[src/rtl/spi_master_multi_if.sv]
// Bus bundle between the system controller and spi_master_multi.
// The master modport is the SPI master's view; slave is the controller/bench view.
interface spi_master_multi_if #(
    parameter int DATA_W = 16,
    parameter int SEL_W  = 1,
    parameter int DIV_W  = 8
);
    localparam int N_SS = 1 << SEL_W;

    logic              CKP;
    logic              CPH;
    logic              strt;
    logic [SEL_W-1:0]  ss_sel;
    logic [DIV_W-1:0]  div;
    logic [DATA_W-1:0] data_in;
    logic              MISO;
    logic              MOSI;
    logic              SCK;
    logic [N_SS-1:0]   CS;
    logic [DATA_W-1:0] data_out;
    logic              busy;
    logic              done;

    modport master (
        input  CKP, CPH, strt, ss_sel, div, data_in, MISO,
        output MOSI, SCK, CS, data_out, busy, done
    );

    modport slave (
        output CKP, CPH, strt, ss_sel, div, data_in, MISO,
        input  MOSI, SCK, CS, data_out, busy, done
    );
endinterface

[src/rtl/spi_master_multi.sv]
// Parametrised full-duplex SPI master with N_SS active-low chip selects,
// programmable SCK half-period and all four CKP/CPH modes. Every output is a
// flop; the whole sequencer lives in one clocked process.
module spi_master_multi #(
    parameter int DATA_W = 16,
    parameter int SEL_W  = 1,
    parameter int DIV_W  = 8
) (
    input  logic               clk,
    input  logic               rst,
    spi_master_multi_if.master bus
);
    localparam int N_SS   = 1 << SEL_W;
    localparam int EDGE_W = $clog2(2 * DATA_W) + 1;
    localparam logic [EDGE_W-1:0] LAST_EDGE = EDGE_W'(2 * DATA_W - 1);

    // LOAD is the single cycle between strt acceptance and CS assertion.
    typedef enum logic [2:0] {
        IDLE  = 3'd0,
        LOAD  = 3'd1,
        SETUP = 3'd2,
        XFER  = 3'd3,
        HOLD  = 3'd4
    } state_t;

    state_t            state_r;
    logic [DATA_W-1:0] tx_r;
    logic [DATA_W-1:0] rx_r;
    logic [SEL_W-1:0]  sel_r;
    logic              ckp_r;
    logic              cph_r;
    logic [DIV_W-1:0]  div_r;
    logic [DIV_W-1:0]  cnt_r;
    logic [EDGE_W-1:0] edge_r;
    logic              sck_r;
    logic              mosi_r;
    logic [N_SS-1:0]   cs_r;
    logic [DATA_W-1:0] data_out_r;
    logic              busy_r;
    logic              done_r;

    logic              expire_s;
    logic              leading_s;
    logic              last_edge_s;
    logic [DATA_W-1:0] rx_next_s;

    // One-hot-low chip-select pattern for a slave index; every index is legal.
    function automatic logic [N_SS-1:0] cs_decode(input logic [SEL_W-1:0] sel);
        logic [N_SS-1:0] pat;
        pat      = {N_SS{1'b1}};
        pat[sel] = 1'b0;
        return pat;
    endfunction

    // Half-period counter runs down from div to zero, so div all-ones never wraps.
    assign expire_s    = (cnt_r == {DIV_W{1'b0}});
    // Edge index is zero-based: even index means an odd (leading) SCK edge.
    assign leading_s   = ~edge_r[0];
    assign last_edge_s = (edge_r == LAST_EDGE);
    assign rx_next_s   = {rx_r[DATA_W-2:0], bus.MISO};

    assign bus.SCK      = sck_r;
    assign bus.MOSI     = mosi_r;
    assign bus.CS       = cs_r;
    assign bus.data_out = data_out_r;
    assign bus.busy     = busy_r;
    assign bus.done     = done_r;

    // Transfer sequencer: accept, assert CS, setup, 2*DATA_W SCK edges, hold, release.
    always_ff @(posedge clk or posedge rst) begin
        if (rst) begin
            state_r    <= IDLE;
            tx_r       <= {DATA_W{1'b0}};
            rx_r       <= {DATA_W{1'b0}};
            sel_r      <= {SEL_W{1'b0}};
            ckp_r      <= 1'b0;
            cph_r      <= 1'b0;
            div_r      <= {DIV_W{1'b0}};
            cnt_r      <= {DIV_W{1'b0}};
            edge_r     <= {EDGE_W{1'b0}};
            sck_r      <= 1'b0;
            mosi_r     <= 1'b0;
            cs_r       <= {N_SS{1'b1}};
            data_out_r <= {DATA_W{1'b0}};
            busy_r     <= 1'b0;
            done_r     <= 1'b0;
        end else begin
            done_r <= 1'b0;
            case (state_r)
                IDLE: begin
                    sck_r  <= bus.CKP;
                    cs_r   <= {N_SS{1'b1}};
                    busy_r <= 1'b0;
                    if (bus.strt) begin
                        tx_r    <= bus.data_in;
                        sel_r   <= bus.ss_sel;
                        ckp_r   <= bus.CKP;
                        cph_r   <= bus.CPH;
                        div_r   <= bus.div;
                        state_r <= LOAD;
                    end else begin
                        state_r <= IDLE;
                    end
                end
                LOAD: begin
                    cs_r    <= cs_decode(sel_r);
                    busy_r  <= 1'b1;
                    sck_r   <= ckp_r;
                    mosi_r  <= tx_r[DATA_W-1];
                    rx_r    <= {DATA_W{1'b0}};
                    cnt_r   <= div_r;
                    edge_r  <= {EDGE_W{1'b0}};
                    state_r <= SETUP;
                end
                SETUP: begin
                    if (expire_s) begin
                        cnt_r   <= div_r;
                        state_r <= XFER;
                    end else begin
                        cnt_r <= cnt_r - DIV_W'(1'b1);
                    end
                end
                XFER: begin
                    if (expire_s) begin
                        sck_r  <= ~sck_r;
                        cnt_r  <= div_r;
                        edge_r <= edge_r + EDGE_W'(1'b1);
                        if (leading_s) begin
                            if (cph_r) begin
                                // Mode CPH=1 presents each bit on the leading edge.
                                mosi_r <= tx_r[DATA_W-1];
                                tx_r   <= tx_r << 1;
                            end else begin
                                rx_r <= rx_next_s;
                            end
                        end else begin
                            if (cph_r) begin
                                rx_r <= rx_next_s;
                            end else if (!last_edge_s) begin
                                // MSB is already on MOSI from LOAD; shift in the next bit.
                                mosi_r <= tx_r[DATA_W-2];
                                tx_r   <= tx_r << 1;
                            end else begin
                                mosi_r <= mosi_r;
                            end
                        end
                        if (last_edge_s) begin
                            state_r <= HOLD;
                        end else begin
                            state_r <= XFER;
                        end
                    end else begin
                        cnt_r <= cnt_r - DIV_W'(1'b1);
                    end
                end
                HOLD: begin
                    sck_r <= ckp_r;
                    if (expire_s) begin
                        cs_r       <= {N_SS{1'b1}};
                        data_out_r <= rx_r;
                        done_r     <= 1'b1;
                        busy_r     <= 1'b0;
                        state_r    <= IDLE;
                    end else begin
                        cnt_r <= cnt_r - DIV_W'(1'b1);
                    end
                end
                default: begin
                    cs_r    <= {N_SS{1'b1}};
                    busy_r  <= 1'b0;
                    state_r <= IDLE;
                end
            endcase
        end
    end
endmodule

[src/flat_wrapper.sv]
// flat-port wrapper written by rule: the top's interface ports become plain ports
module spi_master_multi_flat 
#(
    parameter int DATA_W = 16,
    parameter int SEL_W  = 1,
    parameter int DIV_W  = 8
)
  (clk, rst, bus_CKP, bus_CPH, bus_strt, bus_ss_sel, bus_div, bus_data_in, bus_MISO, bus_MOSI, bus_SCK, bus_CS, bus_data_out, bus_busy, bus_done);
  spi_master_multi_if #(.DATA_W(DATA_W), .SEL_W(SEL_W), .DIV_W(DIV_W)) bus_i ();
  input  logic clk;
  input  logic rst;
  input wire logic [$bits(bus_i.CKP)-1:0] bus_CKP;
  input wire logic [$bits(bus_i.CPH)-1:0] bus_CPH;
  input wire logic [$bits(bus_i.strt)-1:0] bus_strt;
  input wire logic [$bits(bus_i.ss_sel)-1:0] bus_ss_sel;
  input wire logic [$bits(bus_i.div)-1:0] bus_div;
  input wire logic [$bits(bus_i.data_in)-1:0] bus_data_in;
  input wire logic [$bits(bus_i.MISO)-1:0] bus_MISO;
  output wire logic [$bits(bus_i.MOSI)-1:0] bus_MOSI;
  output wire logic [$bits(bus_i.SCK)-1:0] bus_SCK;
  output wire logic [$bits(bus_i.CS)-1:0] bus_CS;
  output wire logic [$bits(bus_i.data_out)-1:0] bus_data_out;
  output wire logic [$bits(bus_i.busy)-1:0] bus_busy;
  output wire logic [$bits(bus_i.done)-1:0] bus_done;
  assign bus_i.CKP = bus_CKP;
  assign bus_i.CPH = bus_CPH;
  assign bus_i.strt = bus_strt;
  assign bus_i.ss_sel = bus_ss_sel;
  assign bus_i.div = bus_div;
  assign bus_i.data_in = bus_data_in;
  assign bus_i.MISO = bus_MISO;
  assign bus_MOSI = bus_i.MOSI;
  assign bus_SCK = bus_i.SCK;
  assign bus_CS = bus_i.CS;
  assign bus_data_out = bus_i.data_out;
  assign bus_busy = bus_i.busy;
  assign bus_done = bus_i.done;
  spi_master_multi #(.DATA_W(DATA_W), .SEL_W(SEL_W), .DIV_W(DIV_W)) u_core (.clk(clk), .rst(rst), .bus(bus_i));
endmodule
[config.mk]
export PLATFORM = sky130hd
export DESIGN_NAME = spi_master_multi_flat
export DESIGN_NICKNAME = d
export VERILOG_FILES = /design/src/rtl/spi_master_multi_if.sv /design/src/rtl/spi_master_multi.sv /design/src/flat_wrapper.sv
export SDC_FILE = /design/constraint.sdc
export NUM_CORES = 1
export LEC_CHECK = 0
export ABC_AREA = 1
export ABC_CLOCK_PERIOD_IN_PS = 2450
export BUFFER_PORTS_ARGS = -buffer_cell sky130_fd_sc_hd__buf_2
export CORE_MARGIN = 4
export CORE_UTILIZATION = 30
export DETAILED_ROUTE_END_ITERATION = 6
export GPL_ROUTABILITY_DRIVEN = 0
export GPL_TIMING_DRIVEN = 0
export PLACE_DENSITY = 0.59
export SYNTH_ARGS = -nofsm -noshare
export SYNTH_HDL_FRONTEND = slang
export SYNTH_SLANG_ARGS = --single-unit
[constraint.sdc]
create_clock -name clk -period 2.45 [get_ports clk]
set_input_delay 0.245 -clock clk [delete_from_list [all_inputs] [get_ports clk]]
set_output_delay 0.245 -clock clk [all_outputs]
set_load 0.01 [all_outputs]
==> Yosys cells after proc, flatten, opt, wreduce, memory -nomap -nowiden <==
Index checks and enable logic that the tools add are counted.
{ "totals": {"wordCells": 95, "inputBits": 31, "ff_bits": 82} }
{ "classes": {"eq_ne": 15, "add_sub_neg": 2, "n_mux": 39, "n_bitwise": 3, "magnitude_cmp": 2, "reduce_logical": 19} }
{ "ops": {"columns": ["operator", "n"], "rows": [
  ["16-bit two-way mux", 10],
  ["16-bit case mux with 2 select lines", 2],
  ["8-bit case mux with 3 select lines", 1],
  ["8-bit two-way mux", 2],
  ["3-bit case mux with 5 select lines", 1],
  ["3-bit two-way mux", 4],
  ["6-bit case mux with 2 select lines", 1],
  ["2-bit AND reduction", 6],
  ["1-bit two-way mux", 11],
  ["8-bit logical NOT", 1],
  ["8-bit by 1-bit subtractor with 8-bit output, second input constant", 1],
  ["6-bit by 1-bit adder with 6-bit output, second input constant", 1],
  ["3-bit by 2-bit == test with 1-bit output, second input constant", 2],
  ["6-bit by 5-bit == test with 1-bit output, second input constant", 1],
  ["6-bit two-way mux", 1],
  ["2-bit by 1-bit inequality test with 1-bit output, second input constant", 3],
  ["3-bit by 2-bit inequality test with 1-bit output, second input constant", 2],
  ["3-bit inequality test, second input constant", 2],
  ["1-bit case mux with 3 select lines", 2],
  ["2-bit case mux with 3 select lines", 1],
  ["6-bit AND reduction", 1],
  ["3-bit nonzero test", 2],
  ["5-bit AND reduction", 1],
  ["2-bit inequality test, second input constant", 2],
  ["16 further kinds", 19]
]} }

==> Depth between registers and ports, before layout <==
Gate-level depths: netlist of run 1.
{ "logic_depth": {"word_depth": 6, "depth_mapped": 11} }

==> Worst setup path after synthesis of run 1 <==
OpenSTA, ideal clock, no wires.
{ "synth_path": {"path_type": "register to register", "from": "register u_core.cnt_r[0]", "to": "register u_core.rx_r[10]", "setup_ns": 0.121, "path_slack_ns": 0.824, "arrival_ns": 1.505, "path_stages_with_launch": 11, "t_required_ns": 2.329, "synth_period_minus_slack_ns": 1.626, "path_cell_list": "dfrtp_1 inv_1 ha_1 nand2_1 nor2_4 nand2_2 nand2_4 nand2_4 nor2_4 buf_4 o21ai_1"} }
{ "synth_between": {"elab_chain_len": 3} }
{ "synth_lines": {"columns": ["item", "line_no", "source"], "rows": [
  ["start, declared", "spi_master_multi.sv:33", "logic [DIV_W-1:0] cnt_r;"],
  ["start signal, assigned", "spi_master_multi.sv:79", "cnt_r <= {DIV_W{1'b0}};"],
  ["start signal, assigned", "spi_master_multi.sv:111", "cnt_r <= div_r;"],
  ["start signal, assigned", "spi_master_multi.sv:117", "cnt_r <= div_r;"],
  ["8-bit logical NOT", "spi_master_multi.sv:56", "assign expire_s = (cnt_r == {DIV_W{1'b0}});"],
  ["2-bit by 1-bit inequality test with 1-bit output (no source line)", null, null],
  ["4-bit AND reduction (no source line)", null, null],
  ["end signal, assigned", "spi_master_multi.sv:74", "rx_r <= {DATA_W{1'b0}};"],
  ["end signal, assigned", "spi_master_multi.sv:110", "rx_r <= {DATA_W{1'b0}};"],
  ["end signal, assigned", "spi_master_multi.sv:134", "rx_r <= rx_next_s;"],
  ["end, declared", "spi_master_multi.sv:28", "logic [DATA_W-1:0] rx_r;"]
]} }
Every way passes these cells.
A chain may end at the register's enable or synchronous reset.

==> Worst setup path in the final report of run 1 <==
{ "layout_path": {"from": "register u_core.cnt_r[0]", "to": "register u_core.data_out_r[5] (netlist: u_core.bus.data_out[5])"} }
{ "layout_between": {"elab_chain_len": 2} }
{ "layout_lines": {"columns": ["item", "line_no", "source"], "rows": [
  ["8-bit logical NOT", "spi_master_multi.sv:56", null],
  ["2-bit AND reduction (no source line)", null, null],
  ["end signal, assigned", "spi_master_multi.sv:84", "data_out_r <= {DATA_W{1'b0}};"],
  ["end signal, assigned", "spi_master_multi.sv:160", "data_out_r <= rx_r;"],
  ["end, declared", "spi_master_multi.sv:38", "logic [DATA_W-1:0] data_out_r;"]
]} }
Every way passes these cells.

==> results of run 1 <==
[where the power goes]
| part | switching (uW) | internal (uW) |
|---|---|---|
| clock network | 545 | 787 |
| logic | 840 | 427 |
| registers | 159 | 1580 |
| total | 1540 | 2800 |
[worst paths after layout]
kind                            startpoint                      to  slack [ns]
max                        u_core.cnt_r[0]  u_core.bus.data_out[5]        0.55
min                             bus_div[7]         u_core.div_r[7]        0.12
max reg2reg                u_core.cnt_r[0]  u_core.bus.data_out[5]        0.55
min reg2reg                   u_core.sel_r        u_core.bus.CS[1]        0.41
max in group asynchronous              rst  u_core.bus.data_out[5]        1.40
min in group asynchronous              rst         u_core.div_r[3]        0.46
[flip-flops by register name, summed over array words and instances (netlist names)]
| name | cells |
|---|---|
| u_core.bus.SCK | 1 |
| u_core.div_r | 8 |
| u_core.sel_r | 1 |
| u_core.bus.done | 1 |
| u_core.cnt_r | 8 |
| u_core.ckp_r | 1 |
| u_core.rx_r | 16 |
| u_core.edge_r | 6 |
| u_core.tx_r | 16 |
| u_core.cph_r | 1 |
| u_core.state_r | 3 |
| u_core.bus.CS | 2 |
| u_core.bus.busy | 1 |
| u_core.bus.MOSI | 1 |
| u_core.bus.data_out | 16 |
[metal layers]
| metal | track usage | wire [um] | vias to the layer above |
|---|---|---|---|
| met4 | 0.0381 | 109 | 0 |
| met5 | 0 | 0 | - |
| met2 | 0.197 | 4090 | 85 |
| met3 | 0.0354 | 555 | 11 |
| li1 | - | - | 1779 |
| met1 | 0.192 | 4660 | 1590 |
[final cells by class]
| type | instances | share of cell area |
|---|---|---|
| buffer | 17 | 0.0210 |
| clock buffer | 9 | 0.0466 |
| clock inverter | 6 | 0.0140 |
| inverter | 56 | 0.0440 |
| multi-input combinational | 379 | 0.342 |
| sequential | 82 | 0.425 |
| tap | 176 | 0.0456 |
| timing repair buffer | 54 | 0.0616 |
[stage by stage]
step,area [um^2],worst slack (ns),setup TNS (ns),total power [uW]
4_1_cts,4830,0.505,0,4410
2_1_floorplan,4020,0.0999,0,2710
6_report,4830,0.549,0,4340
3_5_place_dp,4530,0.530,0,3040
5_1_grt,4830,0.330,0,4690
3_3_place_gp,4500,-0.927,-73.84,2990
[kinds of logic after synthesis]
family                     after synthesis  share of synthesized area
xor gates and xnor gates                 1                    0.00218
AOI/OAI and AO/OA                       60                     0.0753
DFF                                     82                      0.511
and+or+nand+nor                        316                      0.328
adders and majority gates                2                    0.00622
buffers and inverters                   73                     0.0775
[placed cells by master (no fill, tap or decap)]
cell type	synthesis	final
nand2_1	215	215
nand3b_1	1	1
nor2_2	2	2
nor2_4	4	4
nor2_1	50	50
inv_6	0	1
nand3_1	37	37
o21bai_1	1	1
nand2_4	3	3
ha_1	2	2
clkinv_2	0	1
buf_6	3	3
nand2_2	3	3
o21ai_1	17	17
bufinv_16	0	1
nor2_8	1	1
clkinv_4	0	1
o21ai_0	35	35
inv_4	0	1
clkbuf_1	8	8
a21oi_1	7	7
clkinvlp_4	0	2
xor2_1	1	1
clkbuf_16	0	9
inv_2	5	5
inv_1	51	50
dfstp_2	2	2
buf_2	3	55
dlygate4sd3_1	0	1
buf_16	0	1
buf_4	3	3
dfrtp_1	80	80
[critical path, stage by stage (launching register included)]
cell and delay (ns):
dfrtp_1 0.40, inv_1 0.08, ha_1 0.18, nand3_1 0.13
nor2_2 0.27, nand2_1 0.21, clkbuf_1 0.30, nand2_1 0.11
o21ai_0 0.09
==> summary.txt, run 1 <==
RSZ-0062 raised after global routing -> no
area leader, netlist -> dfrtp_1
VDD IR-drop max -> 0.367 mV
crit end category -> flop
Layout Nets -> 632
Critical Path RT -> 2.64 ns
pin count of the biggest net entering global routing -> 54
Port Buf Inserts -> 52
Non-Filler Instances -> 779
CTS Buffer Depth -> 2
drt first pass iters -> 4
clk_skew -> 0.0100 ns
Die Y -> 124 um
CP arrival -> 2.09 ns
count leader, synth -> nand2_1
gr usage total -> 0.133
Slew Limit Fails -> 0
Core Util, Final -> 0.366
die area -> 15300 um^2
multi-input logic area -> 1650 um^2
min cycle time layout -> 1.90 ns
drt total wl -> 9.42 mm
Rows -> 42
Post-synth top cells -> nand2_1 (215), dfrtp_1 (80), inv_1 (51)
worst-path fanout max -> 10
PostCTS Resize Cnt -> 0
root buffer cell -> clkbuf_16
Hold-fix buffers, CTS -> 1
post-synthesis async set-or-reset flop share -> 1.00
CTS tree -> built
hpwl dp -> 6.72 mm
Synth Register Bits -> 82
WHS -> 0.117 ns
leakage -> 0.00253 uW
IO Count -> 53
Cell Pwr Density -> 898 nW/um^2
main flop type after synthesis -> dfrtp_1
Initial Util -> 0.305
Max-Cap Viols -> 0
Inst Count DP -> 763
grt ovf -> 0
Vias -> 3465
Synth area leaders -> dfrtp_1 (50%), nand2_1 (20%), inv_1 (4.8%)
yosys warns -> 0
H-tree depth -> 3
share of layout cells above drive strength 1 -> 0.163
Yosys top cell area share -> 0.498
antenna violations before repair -> 0
Post-Syn Area -> 4020 um^2
n_diodes -> 0
Residual DRC -> 0
sequential cell area -> 2050 um^2
FMAX -> 526 MHz
Setup Buffers After CTS -> 0
Final setup viols -> 0
Synth cell types -> 23
kind of critical path -> flop to flop
status -> complete, no violations
Floorplan Core Area -> 13200 um^2
CTS clk-pin slew, worst paths -> 0.06 ns
Post-Syn Instances -> 534
vias per cell -> 4.45
Slew HR -> 0.656
Die W -> 124 um
first-pass GRT wire length -> 16.1 mm
Startpoint Class -> flop
Tcrit/Tclk final -> 0.776
post-route ant nets -> 0
cell count of the worst reg-to-reg path -> 8
Area Overhead vs Synth -> 20.2%
EDFF count, synth -> 0
FILL cells -> 1394
Num CTS Buffers -> 9
hold path depth -> 3
post-synthesis net count -> 567
Starting DRT DRC Count -> 285
HP Class -> primary input to flop
vias in the first global route -> 3275
clk_lat worst skew -> 0.34 ns
sequential area share after synthesis -> 0.511
clk sinks -> 82
routed len/inst -> 12.1 um
Final Hold Viols -> 0
worst slew pin tran -> 0.516 ns
Mean Syn Cell Area -> 7.53 um^2
Power figures use the tool's default switching activity.
==> run 2: changes to the inputs <==
--- a/config.mk
+++ b/config.mk
@@ -5,15 +5,15 @@
 export SDC_FILE = /design/constraint.sdc
 export NUM_CORES = 1
 export LEC_CHECK = 0
-export ABC_AREA = 1
-export ABC_CLOCK_PERIOD_IN_PS = 2450
+export ABC_AREA = 0
+export ABC_CLOCK_PERIOD_IN_PS = 1880
 export BUFFER_PORTS_ARGS = -buffer_cell sky130_fd_sc_hd__buf_2
 export CORE_MARGIN = 4
 export CORE_UTILIZATION = 30
 export DETAILED_ROUTE_END_ITERATION = 6
 export GPL_ROUTABILITY_DRIVEN = 0
 export GPL_TIMING_DRIVEN = 0
-export PLACE_DENSITY = 0.59
+export PLACE_DENSITY = 0.57
 export SYNTH_ARGS = -nofsm -noshare
 export SYNTH_HDL_FRONTEND = slang
 export SYNTH_SLANG_ARGS = --single-unit
==> constraint.sdc (replaced) <==
create_clock -name clk -period 1.88 [get_ports clk]
set_input_delay 0.188 -clock clk [delete_from_list [all_inputs] [get_ports clk]]
set_output_delay 0.188 -clock clk [all_outputs]
set_load 0.01 [all_outputs]
==> summary.txt, run 2 <==
status -> complete, but fails checks
failing checks -> setup timing
worst r2r src -> u_core.cnt_r[0]
Vias -> 3104
clk_lat worst skew -> 0.34 ns
CTS Buffer Depth -> 2
FMAX -> 480 MHz
hpwl dp -> 6.26 mm
post-synthesis async set-or-reset flop share -> 1.00
Port Buf Inserts -> 52
VDD IR-drop max -> 0.774 mV
vias in the first global route -> 3109
Floorplan Core Area -> 12700 um^2
HP Class -> primary input to flop
Layout Nets -> 499
Worst R2R Setup Slack -> -0.20 ns
Rows -> 41
Hold Crit Start -> bus_div[4]
Placed Area -> 4450 um^2
Synth cell types -> 53
pin count of the biggest net entering global routing -> 34
Tcrit/Tclk final -> 1.11
Post-synth top cells -> dfrtp_1 (80), nand2_1 (68), o21ai_0 (31)
clk_skew -> 0.00430 ns
Area Overhead vs Synth -> 37.5%
count leader, synth -> dfrtp_1
cell count of the worst reg-to-reg path -> 7
IO Count -> 53
Cell Pwr Density -> 1060 nW/um^2
drt total wl -> 9.46 mm
Yosys top cell area share -> 0.512
post-route ant nets -> 0
Final setup viols -> 43
crit end category -> flop
Num CTS Buffers -> 9
most frequent cells in the layout -> dfrtp_1 (78), buf_2 (56), nand2_1 (43), nand2_2 (25), o21ai_1 (24)
Starting DRT DRC Count -> 205
kind of critical path -> flop to flop
CTS clk-pin slew, worst paths -> 0.06 ns
first-pass GRT wire length -> 15.2 mm
share of layout cells above drive strength 1 -> 0.467
Die Y -> 122 um
Mean Syn Cell Area -> 10.5 um^2
post-synthesis net count -> 405
area leader, netlist -> dfrtp_1
Post-Syn Area -> 3910 um^2
drt first pass iters -> 4
Layout Cell Area excl Fill -> 5370 um^2
Die W -> 122 um
n_diodes -> 0
Startpoint Class -> flop
leakage -> 0.00254 uW
commonest non-fill, non-tap cell in the layout -> dfrtp_1
Synth Register Bits -> 82
grt ovf -> 0
Place WS -> -0.296 ns
vias per cell -> 4.83
sequential area share after synthesis -> 0.526
worst-path fanout max -> 10
CP arrival -> 2.30 ns
die area -> 14900 um^2
Post-Syn Instances -> 372
Residual DRC -> 0
worst slew pin tran -> 0.520 ns
hold path depth -> 2
antenna violations before repair -> 0
routed len/inst -> 14.7 um
r2r endpoint -> u_core.bus.data_out[7]
yosys warns -> 0
setup slack after layout -> -0.202 ns
Slew HR -> 0.653
Slew Limit Fails -> 0
min cycle time layout -> 2.08 ns
EDFF count, synth -> 0
root buffer cell -> clkbuf_16
clk sinks -> 82
H-tree depth -> 3
Final Hold Viols -> 0
Max-Cap Viols -> 0
Initial Util -> 0.308
CTS tree -> built
Synth area leaders -> dfrtp_1 (51%), nand2_1 (6.5%), mux2_2 (5.5%)
main flop type after synthesis -> dfrtp_1
RSZ-0062 raised after global routing -> yes
Critical Path RT -> 2.10 ns
Hold Path End -> u_core.div_r[4]
gr usage total -> 0.130
Pwr Total -> 5680 uW
==> run 2: changes by cell type in the layout (fill, tap and decap cells not counted), moves of 22 or more <==
| cell | change |
|---|---|
| inv_1 | -45 |
| o21ai_0 | -26 |
| nand3_1 | -31 |
| nor2_1 | -38 |
| nand2_2 | +22 |
| nand2_1 | -172 |
==> run 2: worst max-delay path: stages (launching register included) <==
cell and delay (ns):
dfrtp_1 0.40, inv_2 0.09, ha_4 0.16, or4b_4 0.55, nor2_4 0.20, nand2_4 0.10
buf_12 0.17, mux2_4 0.29
==> run 2: layer usage <==
layer,vias up,track usage,part of all wire
li1,1497,-,-
met1,1539,0.165,0.46
met2,60,0.212,0.49
met3,8,0.0418,0.045
met4,0,0.0399,0.012
met5,-,0,0
==> run 2: worst max path at each step <==
stage                     start                endpoint  cells past startpoint
6_report        u_core.cnt_r[0]  u_core.bus.data_out[7]                      7
5_1_grt         u_core.cnt_r[0]         u_core.cnt_r[3]                      8
4_1_cts        u_core.edge_r[0]          u_core.tx_r[5]                      6
3_5_place_dp    u_core.cnt_r[1]  u_core.bus.data_out[7]                      8
3_3_place_gp    u_core.cnt_r[1]         u_core.cnt_r[3]                      8
2_1_floorplan   u_core.cnt_r[1]  u_core.bus.data_out[0]                      8
==> run 2: through the flow <==
step	setup TNS [ns]	instances	util	hold WS, ns
CTS	-6.16	634	0.399	0.0631
detailed placement	-11.69	598	0.351	0.268
global placement	-10.63	596	0.348	0.420
finish	-5.06	643	0.424	0.0816
global route	-9.27	643	0.424	0.0660
floorplan	-1.26	372	-	0.315
==> run 2: kinds of logic (layout without fill, tap and decap cells) <==
group                      after synthesis  in the layout  share of synthesized area
AOI/OAI and AO/OA                       84             84                      0.127
xor gates and xnor gates                 4              4                    0.00897
adders and majority gates                3              3                    0.00897
buffers and inverters                   28            127                     0.0343
DFF                                     82             82                      0.526
muxes                                   47             47                      0.138
and+or+nand+nor                        124            124                      0.156
==> run 2: final cells by class <==
| type | instances | area (um^2) |
|---|---|---|
| plain buffers | 19 | 166 |
| clock buffers | 12 | 267 |
| clock inverters | 4 | 25.0 |
| fillers | 1226 | 7300 |
| inverters | 8 | 33.8 |
| multi-input cells | 262 | 2020 |
| flip-flops and latches | 82 | 2060 |
| well taps | 172 | 215 |
| repair buffers | 84 | 591 |
==> run 2: where the power goes <==
group	internal (uW)	switching, uW
Combinational	780	854
Clock	998	693
Sequential	2030	321
Total	3810	1870
==> run 2: repair_timing <==
| item | in CTS | in global routing |
|---|---|---|
| endpoints found under the setup margin | 76 | 80 |
| hold endpoints to repair | 17 | 0 |
| cloned | 2 | 3 |
| pin swaps | 6 | 32 |
| gates resized for setup | 41 | 104 |
| hold buffers | 1 | 0 |
| setup buffers | 17 | 7 |
